--- config.mk ---
export PLATFORM = sky130hd
export DESIGN_NAME = main_control_fsm
export DESIGN_NICKNAME = d
export VERILOG_FILES = /design/src/rtl/mips_ctrl_pkg.sv /design/src/rtl/main_control_outdec.sv /design/src/rtl/main_control_fsm.sv
export SDC_FILE = /design/constraint.sdc
export NUM_CORES = 1
export LEC_CHECK = 0
export CORE_UTILIZATION = 35
export CTS_BUF_LIST = sky130_fd_sc_hd__clkbuf_4
export DETAILED_ROUTE_END_ITERATION = 10
export PLACE_DENSITY = 0.77
export REMOVE_ABC_BUFFERS = 1
export SYNTH_ARGS = -nofsm -noshare
export SYNTH_HDL_FRONTEND = slang
export SYNTH_SLANG_ARGS = --single-unit
--- constraint.sdc ---
create_clock -name clk -period 1.45 [get_ports clk]
set_input_delay 0.435 -clock clk [delete_from_list [all_inputs] [get_ports clk]]
set_output_delay 0.435 -clock clk [all_outputs]
set_load 0.02 [all_outputs]
--- src/rtl/mips_ctrl_pkg.sv ---
// Shared encodings for the multi-cycle MIPS main control unit.
// Optional feature macro: MAIN_CTRL_IMM_ALU_EN (immediate ALU ops addi/andi/ori/slti).
package mips_ctrl_pkg;

    // Instruction opcodes (instr[31:26])
    localparam logic [5:0] OP_RTYPE = 6'h00;
    localparam logic [5:0] OP_J     = 6'h02;
    localparam logic [5:0] OP_BEQ   = 6'h04;
    localparam logic [5:0] OP_ADDI  = 6'h08;
    localparam logic [5:0] OP_SLTI  = 6'h0A;
    localparam logic [5:0] OP_ANDI  = 6'h0C;
    localparam logic [5:0] OP_ORI   = 6'h0D;
    localparam logic [5:0] OP_LW    = 6'h23;
    localparam logic [5:0] OP_SW    = 6'h2B;

    // ALU operation codes, consumed by alu_control.Op_from_control
    localparam logic [3:0] ALUOP_ADD   = 4'b0000;
    localparam logic [3:0] ALUOP_SUB   = 4'b0001;
    localparam logic [3:0] ALUOP_FUNCT = 4'b0010;
    localparam logic [3:0] ALUOP_AND   = 4'b0011;
    localparam logic [3:0] ALUOP_OR    = 4'b0100;
    localparam logic [3:0] ALUOP_SLT   = 4'b0101;

    // ALU B-operand select
    localparam logic [1:0] SRCB_B      = 2'b00;
    localparam logic [1:0] SRCB_FOUR   = 2'b01;
    localparam logic [1:0] SRCB_IMM    = 2'b10;
    localparam logic [1:0] SRCB_IMM_SH = 2'b11;

    // PC source select
    localparam logic [1:0] PCSRC_ALU    = 2'b00;
    localparam logic [1:0] PCSRC_ALUOUT = 2'b01;
    localparam logic [1:0] PCSRC_JUMP   = 2'b10;

    typedef enum logic [3:0] {
        S_IDLE     = 4'd0,
        S_FETCH    = 4'd1,
        S_DECODE   = 4'd2,
        S_MEM_ADDR = 4'd3,
        S_MEM_RD   = 4'd4,
        S_MEM_WB   = 4'd5,
        S_MEM_WR   = 4'd6,
        S_R_EXEC   = 4'd7,
        S_R_WB     = 4'd8,
        S_BRANCH   = 4'd9,
        S_JUMP     = 4'd10
`ifdef MAIN_CTRL_IMM_ALU_EN
        ,
        S_I_EXEC   = 4'd11,
        S_I_WB     = 4'd12
`endif
    } state_t;

    // True when DECODE has somewhere to dispatch this opcode.
    function automatic logic op_legal(input logic [5:0] op);
        logic ok;
        ok = (op == OP_LW) || (op == OP_SW) || (op == OP_RTYPE) ||
             (op == OP_BEQ) || (op == OP_J);
`ifdef MAIN_CTRL_IMM_ALU_EN
        ok = ok || (op == OP_ADDI) || (op == OP_ANDI) ||
             (op == OP_ORI) || (op == OP_SLTI);
`endif
        return ok;
    endfunction

endpackage

--- src/rtl/main_control_outdec.sv ---
// Combinational output decode for main_control_fsm: maps (state, opcode,
// mem_ready) onto every datapath control line. Only FETCH and the memory
// states look at mem_ready.
// Optional feature macro: MAIN_CTRL_IMM_ALU_EN.
module main_control_outdec
    import mips_ctrl_pkg::*;
#(
    parameter int ALUOP_W = 4
) (
    input  state_t             state,
    input  logic [5:0]         opcode,
    input  logic               mem_ready,
    output logic               pc_write,
    output logic               pc_write_cond,
    output logic               ior_d,
    output logic               mem_read,
    output logic               mem_write,
    output logic               mem_to_reg,
    output logic               ir_write,
    output logic               reg_dst,
    output logic               reg_write,
    output logic               alu_src_a,
    output logic [1:0]         alu_src_b,
    output logic [1:0]         pc_source,
    output logic [ALUOP_W-1:0] alu_op,
    output logic               instr_done,
    output logic               illegal_op
);

    logic [3:0] alu_op_c;

    assign alu_op = ALUOP_W'(alu_op_c);

    // Per-state control decode; everything defaults low.
    always_comb begin
        pc_write      = 1'b0;
        pc_write_cond = 1'b0;
        ior_d         = 1'b0;
        mem_read      = 1'b0;
        mem_write     = 1'b0;
        mem_to_reg    = 1'b0;
        ir_write      = 1'b0;
        reg_dst       = 1'b0;
        reg_write     = 1'b0;
        alu_src_a     = 1'b0;
        alu_src_b     = SRCB_B;
        pc_source     = PCSRC_ALU;
        alu_op_c      = ALUOP_ADD;
        instr_done    = 1'b0;
        illegal_op    = 1'b0;
        case (state)
            S_FETCH: begin
                mem_read  = 1'b1;
                alu_src_b = SRCB_FOUR;
                ir_write  = mem_ready;
                pc_write  = mem_ready;
            end
            S_DECODE: begin
                alu_src_b  = SRCB_IMM_SH;
                illegal_op = !op_legal(opcode);
            end
            S_MEM_ADDR: begin
                alu_src_a = 1'b1;
                alu_src_b = SRCB_IMM;
            end
            S_MEM_RD: begin
                mem_read = 1'b1;
                ior_d    = 1'b1;
            end
            S_MEM_WB: begin
                reg_write  = 1'b1;
                mem_to_reg = 1'b1;
                instr_done = 1'b1;
            end
            S_MEM_WR: begin
                mem_write  = 1'b1;
                ior_d      = 1'b1;
                instr_done = mem_ready;
            end
            S_R_EXEC: begin
                alu_src_a = 1'b1;
                alu_op_c  = ALUOP_FUNCT;
            end
            S_R_WB: begin
                reg_write  = 1'b1;
                reg_dst    = 1'b1;
                instr_done = 1'b1;
            end
            S_BRANCH: begin
                alu_src_a     = 1'b1;
                alu_op_c      = ALUOP_SUB;
                pc_write_cond = 1'b1;
                pc_source     = PCSRC_ALUOUT;
                instr_done    = 1'b1;
            end
            S_JUMP: begin
                pc_write   = 1'b1;
                pc_source  = PCSRC_JUMP;
                instr_done = 1'b1;
            end
`ifdef MAIN_CTRL_IMM_ALU_EN
            S_I_EXEC: begin
                alu_src_a = 1'b1;
                alu_src_b = SRCB_IMM;
                case (opcode)
                    OP_ANDI: alu_op_c = ALUOP_AND;
                    OP_ORI:  alu_op_c = ALUOP_OR;
                    OP_SLTI: alu_op_c = ALUOP_SLT;
                    default: alu_op_c = ALUOP_ADD;
                endcase
            end
            S_I_WB: begin
                reg_write  = 1'b1;
                instr_done = 1'b1;
            end
`endif
            default: ;
        endcase
    end

endmodule

--- src/rtl/main_control_fsm.sv ---
// Multi-cycle MIPS main control unit: state register and next-state logic.
// All control outputs come from main_control_outdec.
// Optional feature macro: MAIN_CTRL_IMM_ALU_EN (builds I_EXEC/I_WB).
//
// state    | meaning
// ---------+---------------------------------------------------
// IDLE     | after reset, all outputs low
// FETCH    | read instruction, PC+4; waits on mem_ready
// DECODE   | branch target into ALUOut, dispatch on opcode
// MEM_ADDR | compute lw/sw effective address
// MEM_RD   | data read; waits on mem_ready
// MEM_WB   | load result to register file
// MEM_WR   | data write; waits on mem_ready
// R_EXEC   | R-type ALU operation (funct-decoded)
// R_WB     | R-type result to rd
// BRANCH   | beq compare and conditional PC update
// JUMP     | j target into PC
// I_EXEC   | immediate ALU operation
// I_WB     | immediate result to rt
module main_control_fsm
    import mips_ctrl_pkg::*;
#(
    parameter int ALUOP_W = 4
) (
    input  logic               clk,
    input  logic               rst,
    input  logic [5:0]         opcode,
    input  logic               mem_ready,
    output logic               pc_write,
    output logic               pc_write_cond,
    output logic               ior_d,
    output logic               mem_read,
    output logic               mem_write,
    output logic               mem_to_reg,
    output logic               ir_write,
    output logic               reg_dst,
    output logic               reg_write,
    output logic               alu_src_a,
    output logic [1:0]         alu_src_b,
    output logic [1:0]         pc_source,
    output logic [ALUOP_W-1:0] alu_op,
    output logic               instr_done,
    output logic               illegal_op
);

    state_t state_q, state_d;

    // State register with synchronous reset into IDLE.
    always_ff @(posedge clk) begin
        if (rst) state_q <= S_IDLE;
        else     state_q <= state_d;
    end

    // Next-state logic; memory waits hold until mem_ready.
    always_comb begin
        state_d = state_q;
        case (state_q)
            S_IDLE:   state_d = S_FETCH;
            S_FETCH:  if (mem_ready) state_d = S_DECODE;
            S_DECODE: begin
                case (opcode)
                    OP_LW, OP_SW: state_d = S_MEM_ADDR;
                    OP_RTYPE:     state_d = S_R_EXEC;
                    OP_BEQ:       state_d = S_BRANCH;
                    OP_J:         state_d = S_JUMP;
`ifdef MAIN_CTRL_IMM_ALU_EN
                    OP_ADDI, OP_ANDI, OP_ORI, OP_SLTI: state_d = S_I_EXEC;
`endif
                    default:      state_d = S_FETCH;
                endcase
            end
            S_MEM_ADDR: state_d = (opcode == OP_SW) ? S_MEM_WR : S_MEM_RD;
            S_MEM_RD:   if (mem_ready) state_d = S_MEM_WB;
            S_MEM_WB:   state_d = S_FETCH;
            S_MEM_WR:   if (mem_ready) state_d = S_FETCH;
            S_R_EXEC:   state_d = S_R_WB;
            S_R_WB:     state_d = S_FETCH;
            S_BRANCH:   state_d = S_FETCH;
            S_JUMP:     state_d = S_FETCH;
`ifdef MAIN_CTRL_IMM_ALU_EN
            S_I_EXEC:   state_d = S_I_WB;
            S_I_WB:     state_d = S_FETCH;
`endif
            default:    state_d = S_IDLE;
        endcase
    end

    main_control_outdec #(
        .ALUOP_W (ALUOP_W)
    ) u_outdec (
        .state         (state_q),
        .opcode        (opcode),
        .mem_ready     (mem_ready),
        .pc_write      (pc_write),
        .pc_write_cond (pc_write_cond),
        .ior_d         (ior_d),
        .mem_read      (mem_read),
        .mem_write     (mem_write),
        .mem_to_reg    (mem_to_reg),
        .ir_write      (ir_write),
        .reg_dst       (reg_dst),
        .reg_write     (reg_write),
        .alu_src_a     (alu_src_a),
        .alu_src_b     (alu_src_b),
        .pc_source     (pc_source),
        .alu_op        (alu_op),
        .instr_done    (instr_done),
        .illegal_op    (illegal_op)
    );

endmodule
Yosys cells after proc, flatten, opt, wreduce, memory -nomap -nowiden
Index checks and enable logic that the tools add are counted.
{ "totals": {"ff_bits": 4, "latchBits": 0, "ram_bits": 0, "mem_bits_ro": 0, "input_bits": 9, "mem_count": 0} }
{ "op_classes": {"addsub": 0, "multipliers": 0, "div": 0, "n_lt_le_gt_ge": 0, "n_eq_ne": 17, "n_shift": 0, "mux": 21, "n_bitwise": 0, "reduce_logical": 15} }
{ "ops": {"columns": ["cell", "count"], "rows": [
  ["$pmux W4 S7", 1],
  ["$eq A4 B3 Y1 const B", 4],
  ["$pmux W4 S4", 1],
  ["$eq A4 B4 Y1 const B", 3],
  ["$eq A6 B6 Y1 const B", 2],
  ["$mux W4", 3],
  ["$mux W1", 10],
  ["$eq A4 B2 Y1 const B", 2],
  ["$pmux W2 S2", 2],
  ["$reduce_or A2 Y1", 4],
  ["$eq A6 B2 Y1 const B", 1],
  ["$eq A6 B3 Y1 const B", 1],
  ["$logic_not A6 Y1", 1],
  ["$ne A2 B2 Y1 const B", 3],
  ["$pmux W2 S3", 1],
  ["$reduce_or A5 Y1", 1],
  ["$eq A4 B1 Y1 const B", 1],
  ["$logic_not A4 Y1", 1],
  ["$logic_or A1 B1 Y1", 4],
  ["$pmux W1 S2", 2],
  ["$reduce_or A4 Y1", 1],
  ["$reduce_and A3 Y1", 1],
  ["$reduce_or A3 Y1", 1],
  ["$mux W2", 1],
  ["$logic_not A1 Y1", 1]
]} }

Depth between registers and ports, before layout
Gate-level depths: netlist (run 1).
{ "depth": {"ltp_word": 7, "depth_mapped": 5, "ltp_nobuf": 4} }

By module
Synthesis (run 1) repeated with hierarchy kept, for this count alone.
{ "hier_totals": {"hier_cells": 83, "area_unflattened_um2": 616.8} }
{ "modules_own_cells": {"columns": ["mod", "n_inst", "cells_each", "area_per_inst_um2"], "rows": [
  ["main_control_outdec", 1, 43, 315.3],
  ["main_control_fsm", 1, 40, 301.5]
]} }

Worst setup path after synthesis (run 1)
OpenSTA, ideal clock, no wires.
{ "synth_timing": {"path_type": "flip-flop to output port", "from": "reg state_q[3]", "to": "out alu_op[0]", "arrival_ns": 1.310, "t_required_ns": 1.015, "path_slack_ns": -0.295, "path_stages_with_launch": 5, "path_buffers": 2, "cell_sequence": "dfxtp_1 -> clkbuf_1 -> nand2b_1 -> nor2_1 -> buf_4"} }
{ "synth_via": {"elab_chain_cells": 2} }
{ "synth_lines": {"columns": ["item", "line", "text"], "rows": [
  ["start: declaration", "main_control_fsm.sv:46", "state_t state_q, state_d;"],
  ["start signal: assignment", "main_control_fsm.sv:51", "else state_q <= state_d;"],
  ["$eq A4 B4 Y1 or $eq A4 B3 Y1 (tied branches)", "main_control_outdec.sv:51", "case (state)"],
  ["$pmux W2 S2 *", "main_control_outdec.sv:51", null],
  ["end: declaration", "main_control_fsm.sv:41", "output logic [ALUOP_W-1:0] alu_op,"]
]} }
Mark *: on every way between the ends. The rest lies on a longest branch, timed or not.

Final worst setup path (run 1)
{ "layout_timing": {"from": "in opcode[3]", "to": "reg state_q[0]"} }
{ "layout_via": {"elab_chain_cells": 4} }
{ "layout_lines": {"columns": ["item", "line", "text"], "rows": [
  ["start: declaration", "main_control_fsm.sv:27", "input logic [5:0] opcode,"],
  ["$eq A6 B6 Y1", "main_control_fsm.sv:61", "case (opcode)"],
  ["$reduce_or A2 Y1", "main_control_fsm.sv:61", null],
  ["$pmux W4 S4 *", "main_control_fsm.sv:61", null],
  ["$pmux W4 S7 *", "main_control_fsm.sv:57", "case (state_q)"]
]} }
Marked as above.
A chain may end at the register's enable or synchronous reset.

==> metrics.md, run 1 <==
| Metric | Value |
|---|---|
| Outcome | finished, violations left |
| Failing checks | setup timing |
| Drt total wl | 2280 um |
| Largest net degree at the start of global routing | 11 |
| Register-to-Register Setup Slack | -0.09 ns |
| DP Cell Count | 132 |
| Worst slack, placed | -1.02 ns |
| Crit end category | flop |
| Hold path depth | 2 |
| Hold Path Sink | state_q[0]$_SDFFE_PP0P_ |
| Hold Startpoint | mem_ready |
| Highest clock rate | 583 MHz |
| Final GP Congestion | 0.883 |
| Actual slew at the worst max-slew pin | 0.606 ns |
| TritonCTS buffer count | 3 |
| Clock period minus worst slack | 1.72 ns |
| CTS H-tree depth | 1 |
| Seq cells post-synth | 4 |
| Drt wl/cell | 15.8 um |
| PortBufs | 26 |
| Maximum vdd drop | 0.274 mV |
| Crit path required time | 1.55 ns |
| RR Startpoint | state_q[2]$_SDFFE_PP0P_ |
| Setup violations, final | 22 |
| Max Transition Viols Final | 0 |
| Worst path arrival time | 1.81 ns |
| Via count | 794 |
| Type of origin of the critical path | primary input |
| GRT Resource Usage Total | 24.5% |
| Max reg flops | 4 |
| Initial antenna violation count | 0 |
| Ratio of cells with drive above 1 in the final layout | 67.4% |
| RR Endpoint | state_q[2]$_SDFFE_PP0P_ |
| Rel. slew slack | 58.6% |
| Post-DP HPWL | 1170 um |
| Regs by FF count | state_q (4) |
| Die Ht | 40.2 um |
| PwrDens | 467 nW/um^2 |
| Finished Layout Cells | 144 |
| Max-cap viol count | 0 |
| Period utilization | 118% |
| DR vias/cell | 5.51 |
| Core Footprint | 1330 sq um |
| # rows | 13 |
| Die width | 40.2 um |
| Final hold slack | 0.507 ns |
| Biggest register | state_q |
| Maximum clock path buffer count | 2 |
| Die area | 1620 sq um |
| Detail Route Antenna Nets | 0 |
| Global route overflow | 0 |
| Fin worst setup slack | -0.265 ns |
| Post-synthesis sequential area ratio | 15.7% |
| Hold Vio Cnt, Final | 0 |
| CTS tree | yes |
| Residual DRC | 0 |
| Most common cell after layout, fill and taps aside | buf_4 |
| Initial Util | 38.3% |
| R2R depth | 5 |
| End-of-flow core utilization | 91.2% |
| Layout Nets | 140 |
| Clock-pin slew on the worst setup and hold paths | 0.04 ns |
| ANT cells | 0 |
| Root buffer cell | clkbuf_4 |
| Clk_skew | 0.000240 ns |
| Cell Area, Synth | 510 sq um |
| Sink Count | 4 |
| Kind of critical path | in2reg |
| Most frequent cells in the layout | 27 x buf_4, 24 x buf_6, 9 x nor2_1 |
| RSZ-0062 raised after global routing | yes |
| Syn avg cell area | 6.72 sq um |
| Leak | 0.514 nW |
| Layout area overhead | 138% |
| Initial DRC count | 25 |
| First-pass GRT wire length | 2670 um |
| Hold Crit Class | in2reg |
| Drt pass-1 iters | 4 |
| Yosys cell types | 35 |
| Number of global-route vias before repair | 663 |
| Clock latency on the worst-skew pair | 0.22 ns |
| Mapped Cells | 76 |
| CP Max Fanout | 3 |
| Io pins | 29 |
| CTS Hold Bufs | 0 |
| Warnings, synthesis | 0 |
[area by class of cell]
cell class                 count  area, sq um
timing repair buffer          58          534
clock buffer                   3         22.5
inverter                       1         3.75
fill                          57          118
sequential                     4         95.1
tap                           15         18.8
multi-input combinational     63          542
[stage by stage]
stage	TNS, ns	cell area, sq um	power (mW)
2_1_floorplan	-3.93	464	0.223
3_3_place_gp	-12.38	916	0.347
3_5_place_dp	-12.73	916	0.350
4_1_cts	-2.92	1070	0.514
5_1_grt	-4.06	1220	0.597
6_report	-3.30	1220	0.568
[per-layer routing]
| layer | track usage [%] | vias to the layer above | part of all wire, % |
|---|---|---|---|
| met2 | 49.2 | 29 | 57 |
| met1 | 26.1 | 383 | 39 |
| met3 | 2.22 | 4 | 3.2 |
| met4 | 7.50 | 0 | 0.88 |
| li1 | - | 378 | - |
| met5 | 0 | - | 0 |
[worst max path at each step]
stage                       startpoint                      end  cells after the start
4_1_cts                      opcode[5]               illegal_op                      5
5_1_grt        state_q[3]$_SDFFE_PP0P_               instr_done                      4
3_3_place_gp                 mem_ready                 pc_write                      6
3_5_place_dp                 mem_ready               instr_done                      5
2_1_floorplan  state_q[0]$_SDFFE_PP0P_                alu_op[0]                      2
6_report                     opcode[3]  state_q[0]$_SDFFE_PP0P_                      7
[where the power goes]
part	internal, mW	total (mW)	switching, mW
Clock	0.0920	0.129	0.0366
Combinational	0.160	0.308	0.148
Sequential	0.114	0.131	0.0177
[cell usage after synthesis, drive strengths merged]
cell type / number / area share (%)
o22ai: 1 / 1.2
conb: 1 / 0.73
buf: 5 / 6.9
nor3b: 2 / 3.9
nand2: 3 / 2.2
or2: 1 / 1.2
inv: 1 / 0.73
nor4: 2 / 2.5
o21a: 1 / 1.5
and3: 1 / 1.2
xnor2: 2 / 3.4
dfxtp: 4 / 16
a22o: 1 / 1.7
o21bai: 1 / 1.5
a211o: 1 / 1.7
mux2i: 1 / 2.0
o21ai: 2 / 2.0
nand3: 1 / 0.98
o41ai: 1 / 1.7
or3: 2 / 4.4
a2111oi: 1 / 1.7
nor2b: 2 / 2.5
a21boi: 1 / 1.5
nor2: 13 / 9.6
nand4: 1 / 1.2
a21oi: 5 / 4.9
a211oi: 1 / 1.5
nand2b: 5 / 6.1
nor3: 6 / 5.9
o211ai: 2 / 3.9
and2: 1 / 1.2
clkbuf: 4 / 2.9
[kinds of logic after synthesis]
logic type             after synthesis  synth area share, %
buffers and inverters               10                 10.5
AO/OA/AOI/OAI                       18                 24.8
other                                1                0.735
multiplexers                         1                 1.96
flip-flops                           4                 15.7
XOR/XNOR                             2                 3.43
AND/OR/NAND/NOR                     40                 42.9
[critical path, stage by stage]
cell and delay [ns]:
buf_6 0.09, or3_4 0.38, buf_4 0.14, buf_6 0.11
or3_4 0.35, o211ai_1 0.21, o41ai_1 0.10
[repair_timing]
| action | in CTS | in global routing |
|---|---|---|
| buffers inserted | 3 | 8 |
| pin swaps | 11 | 18 |
| gates resized for setup | 160 | 23 |
| endpoints found under the setup margin | 22 | 22 |
| cloned | 0 | 0 |
Power figures use the tool's default switching activity.
==> run 2, diff against run 1 <==
--- a/config.mk
+++ b/config.mk
@@ -5,7 +5,8 @@
 export SDC_FILE = /design/constraint.sdc
 export NUM_CORES = 1
 export LEC_CHECK = 0
-export CORE_UTILIZATION = 35
+export ABC_AREA = 1
+export CORE_UTILIZATION = 33
 export CTS_BUF_LIST = sky130_fd_sc_hd__clkbuf_4
 export DETAILED_ROUTE_END_ITERATION = 10
 export PLACE_DENSITY = 0.77
==> run 2 against run 1 <==
  * The flow now stops in 5_1_grt
  * Synthesized cell count up 13%
  * Synthesized area fell by 10%
==> metrics.md, run 2 <==
| Metric | Value |
|---|---|
| Dominant synthesized flop cell | dfxtp_1 |
| Cell taking the most area after synthesis | nor2_1 |
| Stop err | [ERROR GRT-0232] Routing congestion too high. Check the congestion heatmap in the GUI. |
| CTS H-tree depth | 1 |
| Yosys cell types | 20 |
| Synth cell count leaders | 23 x nor2_1, 15 x nand2_1, 10 x inv_1 |
| Worst endpoint after global-route timing repair | illegal_op |
| TritonCTS buffer count | 3 |
| Mapped Cells | 86 |
| Syn avg cell area | 5.32 sq um |
| Sink Count | 4 |
| PortBufs | 26 |
| Post-synth top area share | 18.9% |
| # rows | 13 |
| Dpl cell area | 898 sq um |
| Async set-reset flop share out of synthesis | 0% |
| Outcome | aborted with a tool error |
| GRT Resource Usage Total | 70.0% |
| Warnings, synthesis | 0 |
| CTS Hold Bufs | 0 |
| Global route overflow | 8 |
| Die Ht | 39.3 um |
| Stop stage | 5_1_grt |
| Post-DP HPWL | 1250 um |
| Final GP Congestion | 0.874 |
| Io pins | 29 |
| Root buffer cell | clkbuf_4 |
| Number of enable flip-flop cells after synthesis | 0 |
| Cell Area, Synth | 458 sq um |
| Top-count cell post-synth | nor2_1 |
| Post-synthesis sequential area ratio | 17.5% |
| Worst endpoint type | output port |
| Largest net degree at the start of global routing | 8 |
| Initial Util | 35.2% |
| Top post-synthesis cells by area | nor2_1 19%, dfxtp_1 17%, nand2_1 12% |
| Seq cells post-synth | 4 |
| DP Cell Count | 149 |
| Die width | 39.3 um |
| Maximum clock path buffer count | 2 |
-- run 2: per-stage QoR --
| step | util [%] | setup slack, ns | TNS, ns |
|---|---|---|---|
| after floorplan | - | -0.326 | -1.48 |
| after CTS | 85.3 | -0.186 | -2.24 |
| after detailed placement | 69.0 | -0.953 | -9.46 |
| after global placement | 69.0 | -0.917 | -8.90 |
-- run 2: metal layers --
| layer | GRT overflow | GRT usage [%] |
|---|---|---|
| met3 | 0 | 53.4 |
| met4 | 2 | 78.4 |
| met1 | 0 | 60.3 |
| met5 | 0 | 0 |
| met2 | 6 | 95.8 |
-- run 2: logic make-up after synthesis --
| logic type | synth area share, % |
|---|---|
| and+or+nand+nor | 46.2 |
| DFF | 17.5 |
| other | 0.819 |
| AOI/OAI and AO/OA | 18.3 |
| buffers and inverters | 17.2 |
-- run 2: timing repair --
| item | 4_1_cts |
|---|---|
| resized for setup | 174 |
| setup endpoints to repair | 20 |
| setup buffers | 13 |
| pin swaps | 15 |
==> run 3, diff against run 2 <==
--- a/config.mk
+++ b/config.mk
@@ -6,10 +6,10 @@
 export NUM_CORES = 1
 export LEC_CHECK = 0
 export ABC_AREA = 1
-export CORE_UTILIZATION = 33
-export CTS_BUF_LIST = sky130_fd_sc_hd__clkbuf_4
+export CORE_AREA = 2 2 63 65
 export DETAILED_ROUTE_END_ITERATION = 10
-export PLACE_DENSITY = 0.77
+export DIE_AREA = 0 0 65 67
+export PLACE_DENSITY_LB_ADDON = 0.15
 export REMOVE_ABC_BUFFERS = 1
 export SYNTH_ARGS = -nofsm -noshare
 export SYNTH_HDL_FRONTEND = slang
==> constraint.sdc (replaced) <==
create_clock -name clk -period 1.9 [get_ports clk]
set_input_delay 0.57 -clock clk [delete_from_list [all_inputs] [get_ports clk]]
set_output_delay 0.57 -clock clk [all_outputs]
set_load 0.02 [all_outputs]
==> run 3 against run 2 <==
  * The run now ends clean
  * Synthesized area is the same
  * Synthesized cell count is the same
==> metrics.md, run 3 <==
| Metric | Value |
|---|---|
| Hold Startpoint | state_q[2]$_SDFFE_PP0P_ |
| Synth cell count leaders | 23 x nor2_1, 15 x nand2_1, 10 x inv_1 |
| RSZ-0062 raised after global routing | yes |
| Seq cells post-synth | 4 |
| Crit path required time | 2.00 ns |
| Io pins | 29 |
| Clock period minus worst slack | 1.84 ns |
| R2R depth | 8 |
| Register-to-Register Setup Slack | 0.50 ns |
| Drt total wl | 1730 um |
| Hold Crit Class | reg2reg |
| Hold Vio Cnt, Final | 0 |
| Maximum vdd drop | 0.164 mV |
| First-pass GRT wire length | 2950 um |
| Fin worst setup slack | 0.0618 ns |
| Crit end category | flop |
| Cell taking the most area after synthesis | nor2_1 |
| GRT Resource Usage Total | 8.78% |
| Initial Util | 12.7% |
| Most frequent CP cell | buf_4 |
| Filler cells | 426 |
| Residual DRC | 0 |
| Post-DP HPWL | 1380 um |
| Max-cap viol count | 0 |
| Largest stage delay, worst path | 0.13 ns |
| Worst slack, placed | -0.763 ns |
| ANT cells | 0 |
| Setup violations, final | 0 |
| Post-synth top area share | 18.9% |
| Via count | 719 |
| Initial antenna violation count | 0 |
| Outcome | finished clean |
| CTS H-tree depth | 1 |
| Initial DRC count | 22 |
| Cell Area, Synth | 458 sq um |
| PortBufs | 26 |
| Final GP Congestion | 0.773 |
| Clk_skew | 0.0000540 ns |
| Period utilization | 96.7% |
| Clock latency on the worst-skew pair | 0.21 ns |
| Most frequent cells in the layout | 33 x buf_4, 17 x nor2_1, 14 x nand2_1 |
| Core Footprint | 3610 sq um |
| RR Startpoint | state_q[2]$_SDFFE_PP0P_ |
| Drt wl/cell | 9.13 um |
| Largest net degree at the start of global routing | 8 |
| Regs by FF count | state_q (4) |
| Number of global-route vias before repair | 737 |
| DR vias/cell | 3.80 |
| CP top delay family | buffers and inverters |
| Design Area, Final | 938 sq um |
| PwrDens | 809 nW/um^2 |
| Max Transition Viols Final | 0 |
| End-of-flow core utilization | 26.0% |
| Leak | 0.506 nW |
| Crit path cell chain | clkbuf_2 -> nor2_2 -> nand3_1 -> nand2_1 -> buf_4 -> buf_4 -> buf_4 -> buf_4 -> buf_4 -> buf_4 -> buf_4 -> a21oi_2 -> nor2_1 |
| Bufs and invs on worst path | 8 |
| Root buffer cell | clkbuf_8 |
| Drt pass-1 iters | 4 |
| Slowest CP cell | buf_4 |
| Global route overflow | 0 |
| Hold path depth | 3 |
| CP Max Fanout | 3 |
| Mapped Cells | 86 |
| Hold Path Sink | state_q[2]$_SDFFE_PP0P_ |
| CTS tree | yes |
| Top-count cell post-synth | nor2_1 |
| Kind of critical path | in2reg |
| Die area | 4360 sq um |
| # rows | 22 |
| Biggest register | state_q |
| Maximum clock path buffer count | 2 |
| Ratio of cells with drive above 1 in the final layout | 53.9% |
| Detail Route Antenna Nets | 0 |
| Clock-pin slew on the worst setup and hold paths | 0.03 ns |
| Worst path arrival time | 1.93 ns |
| TritonCTS buffer count | 3 |
| Layout Nets | 152 |
| Number of enable flip-flop cells after synthesis | 0 |
| Top post-synthesis cells by area | nor2_1 19%, dfxtp_1 17%, nand2_1 12% |
| Die Ht | 67 um |
| Dpl cell area | 925 sq um |
| Dominant synthesized flop cell | dfxtp_1 |
| CP Depth | 13 |
| Yosys cell types | 20 |
| Warnings, synthesis | 0 |
| Highest clock rate | 544 MHz |
| Layout area overhead | 105% |
| Syn avg cell area | 5.32 sq um |
| RR Endpoint | state_q[2]$_SDFFE_PP0P_ |
| Sink Count | 4 |
| Async set-reset flop share out of synthesis | 0% |
| Die width | 65 um |
| Max reg flops | 4 |
| Type of origin of the critical path | primary input |
| Post-synthesis sequential area ratio | 17.5% |
| Most common cell after layout, fill and taps aside | buf_4 |
run 3: cell counts after synthesis:
Identical to the previous run, type by type.
run 3: report_power, final:
group	total [mW]	internal, mW	switching [mW]
sequential	0.119	0.102	0.0168
clock	0.173	0.135	0.0385
combinational	0.468	0.209	0.259
total	0.759	0.446	0.314
run 3: worst max-delay path by stage:
stage                             from                       to  slack, ns
2_1_floorplan  state_q[3]$_SDFFE_PP0P_                alu_op[0]      -0.01
3_3_place_gp                 opcode[0]               illegal_op      -0.75
3_5_place_dp                 opcode[2]               illegal_op      -0.76
4_1_cts                      opcode[5]               illegal_op      -0.06
5_1_grt                      opcode[2]  state_q[3]$_SDFFE_PP0P_      -0.03
6_report                     opcode[2]  state_q[3]$_SDFFE_PP0P_       0.06
run 3: area by class of cell:
type	instances	area (sq um)	area share (%)
Multi-Input combinational cell	66	329	35.1
Timing Repair Buffer	55	378	40.3
Inverter	13	48.8	5.20
Sequential cell	4	81.3	8.67
Tap cell	48	60.1	6.40
Clock buffer	3	41.3	4.40
run 3: per-layer routing:
| metal | part of all wire (%) | wire length (um) | global-route usage [%] | vias to the layer above |
|---|---|---|---|---|
| li1 | - | - | - | 377 |
| met5 | 0 | 0 | 0 | - |
| met4 | 0 | 0 | 4.79 | 0 |
| met2 | 49 | 837 | 15.6 | 25 |
| met1 | 44 | 766 | 9.34 | 317 |
| met3 | 7.0 | 120 | 2.53 | 0 |
run 3: logic make-up after synthesis:
family                 after synthesis  synth area share (%)
other                                1                 0.819
buffers and inverters               17                  17.2
AO/OA/AOI/OAI                       14                  18.3
AND/OR/NAND/NOR                     50                  46.2
flip-flops                           4                  17.5
run 3: tightest hold or removal path: stages, from the launching register on:
cell	delay (ns)
dfxtp_1	0.29
inv_1	0.08
or2_1	0.12
a21oi_2	0.05
run 3: per-stage QoR:
stage | power, mW | instances | hold slack, ns | setup TNS, ns
floorplan | 0.351 | 83 | 0.597 | -0.0330
global placement | 0.622 | 180 | 0.603 | -3.76
detailed placement | 0.617 | 180 | 0.595 | -3.73
CTS | 0.769 | 189 | 0.603 | -0.104
global route | 0.832 | 189 | 0.658 | -0.0278
finish | 0.759 | 189 | 0.600 | 0
run 3: repair_timing:
action	4_1_cts	5_1_grt
endpoints found under the setup margin	18	17
gates resized for setup	76	34
hold buffers	0	0
pin swaps	6	4
setup buffers	6	0
==> RTL change 1, RTL diff (settings of run 1) <==
`ALUOP_W` is set to 4 in 2 places; all go to 3.
--- a/src/rtl/main_control_outdec.sv
+++ b/src/rtl/main_control_outdec.sv
@@ -5,7 +5,7 @@
 module main_control_outdec
     import mips_ctrl_pkg::*;
 #(
-    parameter int ALUOP_W = 4
+    parameter int ALUOP_W = 3
 ) (
     input  state_t             state,
     input  logic [5:0]         opcode,
--- a/src/rtl/main_control_fsm.sv
+++ b/src/rtl/main_control_fsm.sv
@@ -20,7 +20,7 @@
 module main_control_fsm
     import mips_ctrl_pkg::*;
 #(
-    parameter int ALUOP_W = 4
+    parameter int ALUOP_W = 3
 ) (
     input  logic               clk,
     input  logic               rst,
Interface: changed (resized alu_op); port bits go from 29 to 28. No check against the original RTL was run, so the function may have changed too.
==> RTL change 1 against run 1 <==
  * The run still ends with negative setup slack left
  * Non-clock buffer count up 1
  * Cell count unchanged
  * Cell area is 3.9% higher
  * Count of clock-buffer cells in the layout did not move
  * Wire length rose by 34%
  * Synthesized area down 1.5%
  * Largest cell class unchanged
  * Via count increased by 11%
  * Clock power increased by 17%
  * Sequential cell count unchanged
  * Power increased by 10%
  * Largest power group unchanged
  * Sequential share of layout area fell by 0.29 points
  * Critical path type is now flip-flop to output port
  * Worst setup slack lost 0.093 ns
==> RTL change 1: results (changes against run 1) <==
Power and ir drop
  – Switching power: 246 µW (+22%)
  – Max IR drop VDD: 0.408 mV (+49%)
  – P per Cell Area: 494 nW/µm² (+5.8%)
  – P_leak: 0.000527 µW (+2.5%)
  – Internal: 378 µW (+3.4%)

Detailed routing
  – Via count: 883 (+11%)
  – Via density: 6.13 (+11%)

Synthesis
  – Synth Area in Compound Gates: 25.1% (+0.37 points)
  – Mux cell area share after synthesis: 1.99% (+0.029 points)
  – Register area share after synthesis: 15.9% (+0.23 points)
  – Post-Synth XOR/XNOR Area: 3.48% (+0.051 points)
  – Mean post-synth cell area: 6.71 µm² (-0.16%)
  – Largest cells by area after synthesis: dfxtp_1, nor2_1, nand2b_1

STA
  – Setup_tns: -4.61 ns (-1.31 ns)
  – # setup viols final: 21 (-4.5%)
  – Clk_skew: 0.00717 ns (+0.00693 ns)
  – Hold WS: 0.699 ns (+0.193 ns)
  – Post-route setup slack: -0.358 ns (-0.0928 ns)

GRT
  – Gr usage total: 28.9% (+4.5 points)
  – Largest net degree at the start of global routing: 9 (-2)
  – Vias in the first global route: 694 (+4.7%)

Setup path
  – WS Path Type: flip-flop to output port
  – Setup slack, reg-to-reg: -0.07 ns (+0.02 ns)
  – CP max-delay cell: dfxtp_4
  – Critical Path Sink: ir_write
  – CP arrival: 1.37 ns (-0.44 ns)
  – Crit Path Max Fanout: 7 (+4)

Placed design
  – Dpl cells: 133 (+0.76%)
  – Gpl congestion: 0.887 (+0.43%)

Worst hold path
  – Hold path depth: 3 (+1)

Clock network
  – Clk_lat worst skew: 0.24 ns (+0.02 ns)

Run status
  – Failing checks: negative setup slack
  – Status: finished, violations left

Cells and area
  – Fillers: 26 (-54%)
  – Layout cells sized above 1: 73.6% (+6.2 points)
[RTL change 1: cell type report]
class / instances / area share, %
Multi-Input combinational cell: 62 / 44.6
Timing Repair Buffer: 59 / 44.4
Sequential cell: 4 / 7.52
Clock buffer: 3 / 1.78
Tap cell: 15 / 1.49
Inverter: 1 / 0.297
[RTL change 1: cells by family after synthesis]
| family | after synthesis |
|---|---|
| AO/OA/AOI/OAI | 18 |
| buffers and inverters | 9 |
| multiplexers | 1 |
| XOR/XNOR | 2 |
| AND/OR/NAND/NOR | 40 |
| flip-flops | 4 |
| other | 1 |
[RTL change 1: worst reg2reg max path, cell delays in order (launching register included)]
cell      delay, ns
dfxtp_4        0.39
buf_4          0.18
nor3b_4        0.20
buf_4          0.14
buf_4          0.09
nand2_1        0.06
o211ai_1       0.22
o41ai_1        0.12
[RTL change 1: per-layer routing]
metal  vias up  global-route usage (%)  wire (µm)
met2        78                    57.7       1520
met1       397                    29.7       1040
met5         -                       0          0
met3        34                    1.70        269
li1        374                       -          -
met4         0                    12.9        230
==> RTL change 2, RTL diff (settings of run 1) <==
Made on the original files. The 11 states of `state_t` get a one-hot encoding in 11 bits.
--- a/src/rtl/mips_ctrl_pkg.sv
+++ b/src/rtl/mips_ctrl_pkg.sv
@@ -32,18 +32,18 @@
     localparam logic [1:0] PCSRC_ALUOUT = 2'b01;
     localparam logic [1:0] PCSRC_JUMP   = 2'b10;
 
-    typedef enum logic [3:0] {
-        S_IDLE     = 4'd0,
-        S_FETCH    = 4'd1,
-        S_DECODE   = 4'd2,
-        S_MEM_ADDR = 4'd3,
-        S_MEM_RD   = 4'd4,
-        S_MEM_WB   = 4'd5,
-        S_MEM_WR   = 4'd6,
-        S_R_EXEC   = 4'd7,
-        S_R_WB     = 4'd8,
-        S_BRANCH   = 4'd9,
-        S_JUMP     = 4'd10
+    typedef enum logic [10:0] {
+        S_IDLE     = 11'b00000000001,
+        S_FETCH    = 11'b00000000010,
+        S_DECODE   = 11'b00000000100,
+        S_MEM_ADDR = 11'b00000001000,
+        S_MEM_RD   = 11'b00000010000,
+        S_MEM_WB   = 11'b00000100000,
+        S_MEM_WR   = 11'b00001000000,
+        S_R_EXEC   = 11'b00010000000,
+        S_R_WB     = 11'b00100000000,
+        S_BRANCH   = 11'b01000000000,
+        S_JUMP     = 11'b10000000000
 `ifdef MAIN_CTRL_IMM_ALU_EN
         ,
         S_I_EXEC   = 4'd11,
Check against the original RTL: same outputs for any inputs over 10 cycles, from zero or initial values and one cycle with rst high; not proved beyond that.
==> RTL change 2 against run 1 <==
  * The flow still finishes with violations (negative setup slack)
  * Wire length increased by 86%
  * Synthesized area increased by 85%
  * Sequential cell count increased by 7
  * Die area increased by 80%
  * Global-route usage increased by 5.2 points
  * Power increased by 68%
  * Worst setup slack got worse by 0.60 ns
  * Cell area increased by 55%
  * Critical endpoint is now pc_write
  * Largest cell class unchanged
==> RTL change 2: results (changes against run 1) <==
Detailed routing
  – Met3 WL: 252 µm (+250%)
  – Detailed Route Iter0 Violations: 30 (+20%)
  – Via count: 1325 (+67%)
  – Met2 wire length: 2250 µm (+73%)
  – WL met1: 1580 µm (+80%)

Worst hold path
  – Hold path depth: 4 (+2)
  – HP Start: opcode[5]
  – Hold worst-path end: state_q[10]

Synthesis
  – Count of different cell masters after synthesis: 43 (+23%)
  – Synth Area in Compound Gates: 9.67% (-15 points)
  – Largest cells by area after synthesis: dfxtp_1, nor2_1, xnor2_1
  – Post-synth top cells: nor2_1, dfxtp_1, buf_2
  – Mux cell area share after synthesis: 0% (-2.0 points)
  – Post-Synth XOR/XNOR Area: 6.49% (+3.1 points)

Cells and area
  – Nets: 204 (+46%)
  – Layout cells sized above 1: 63.9% (-3.5 points)
  – Fillers: 159 (+180%)

Setup path
  – Critical R2R Capture: state_q[1]
  – CP peak stage delay: 0.57 ns (+0.19 ns)
  – Reg2reg start: state_q[0]
  – Worst Reg-to-Reg Cells: 9 (+4)
  – CP arrival: 1.88 ns (+0.07 ns)
  – Setup slack, reg-to-reg: -0.60 ns (-0.51 ns)
  – CP max-delay cell: or4_4

Placed design
  – Place WS: -1.13 ns (-0.106 ns)
  – Dpl hpwl: 2490 µm (+110%)
  – Gpl congestion: 0.901 (+2.0%)

Run status
  – Status: finished, violations left
  – Failing checks: negative setup slack

GRT
  – Global-route wire length before repair: 6020 µm (+130%)
  – Gr usage total: 29.6% (+5.2 points)
  – Largest net degree at the start of global routing: 14 (+3)

STA
  – Post-route setup slack: -0.864 ns (-0.599 ns)
  – # setup viols final: 29 (+32%)
  – Setup_tns: -17.32 ns (-14.02 ns)
  – Hold WS: 0.601 ns (+0.0938 ns)

Power and ir drop
  – P_leak: 0.000806 µW (+57%)

Clock network
  – Clk_lat worst skew: 0.27 ns (+0.05 ns)
  – CTS clk-pin slew, worst paths: 0.07 ns (+0.03 ns)
[RTL change 2: cell types whose count changed after synthesis, sizes merged, moves of 3 or more]
cell,before,now
nor4b,0,3
clkbuf,4,0
and3,1,4
nand3b,0,3
nand2b,5,1
buf,5,11
or4,0,3
nand4,1,4
xnor2,2,5
dfxtp,4,11
and4b,0,3
nand4b,0,4
nor4,2,6
[RTL change 2: worst max-delay path by stage]
stage | startpoint | end | slack (ns)
global placement | state_q[9] | reg_dst | -1.09
global route | state_q[3] | reg_dst | -0.95
finish | state_q[3] | pc_write | -0.86
floorplan | state_q[9] | instr_done | -0.88
CTS | state_q[3] | pc_write | -0.81
detailed placement | state_q[9] | reg_dst | -1.13
[RTL change 2: through the flow]
stage	area, µm²	util (%)	std cells	power [µW]
CTS	1780	70.5	222	918
detailed placement	1530	60.7	208	624
global route	1890	74.8	224	999
floorplan	880	-	105	454
finish	1890	74.8	224	955
global placement	1530	60.7	208	615
[RTL change 2: what timing repair did]
action	in CTS	in global routing
endpoints found under the setup margin	29	29
setup buffers	11	4
pin swaps	20	8
resized for setup	149	22
[RTL change 2: metal layers]
metal | track usage, % | vias up
met1 | 33.5 | 656
met3 | 3.11 | 14
met5 | 0 | -
met4 | 12.3 | 0
met2 | 55.3 | 66
li1 | - | 589
[RTL change 2: cell families (layout without fill, tap and decap cells)]
family                    Yosys count  in the layout
AOI/OAI and AO/OA                  12             12
DFF                                11             11
buffers and inverters              14             92
xor gates and xnor gates            7              7
and+or+nand+nor                    70             70
other                               1              2
[RTL change 2: final cells by class]
cell class                      instances  area (µm²)  share of cell area [%]
Inverter                                3        11.3                   0.597
Multi-Input combinational cell         91         855                    45.3
Timing Repair Buffer                   85         717                    38.0
Sequential cell                        11         236                    12.5
Clock buffer                            4        30.0                    1.59
Tap cell                               30        37.5                    1.99
[RTL change 2: where the power goes]
part | switching, µW | internal, µW
Clock | 104 | 125
Sequential | 21.3 | 311
Combinational | 185 | 209
[RTL change 2: tightest hold or removal path, cell delays in order]
cell and delay (ns):
buf_2 0.09, or3_4 0.12, buf_4 0.14, nor4b_2 0.05
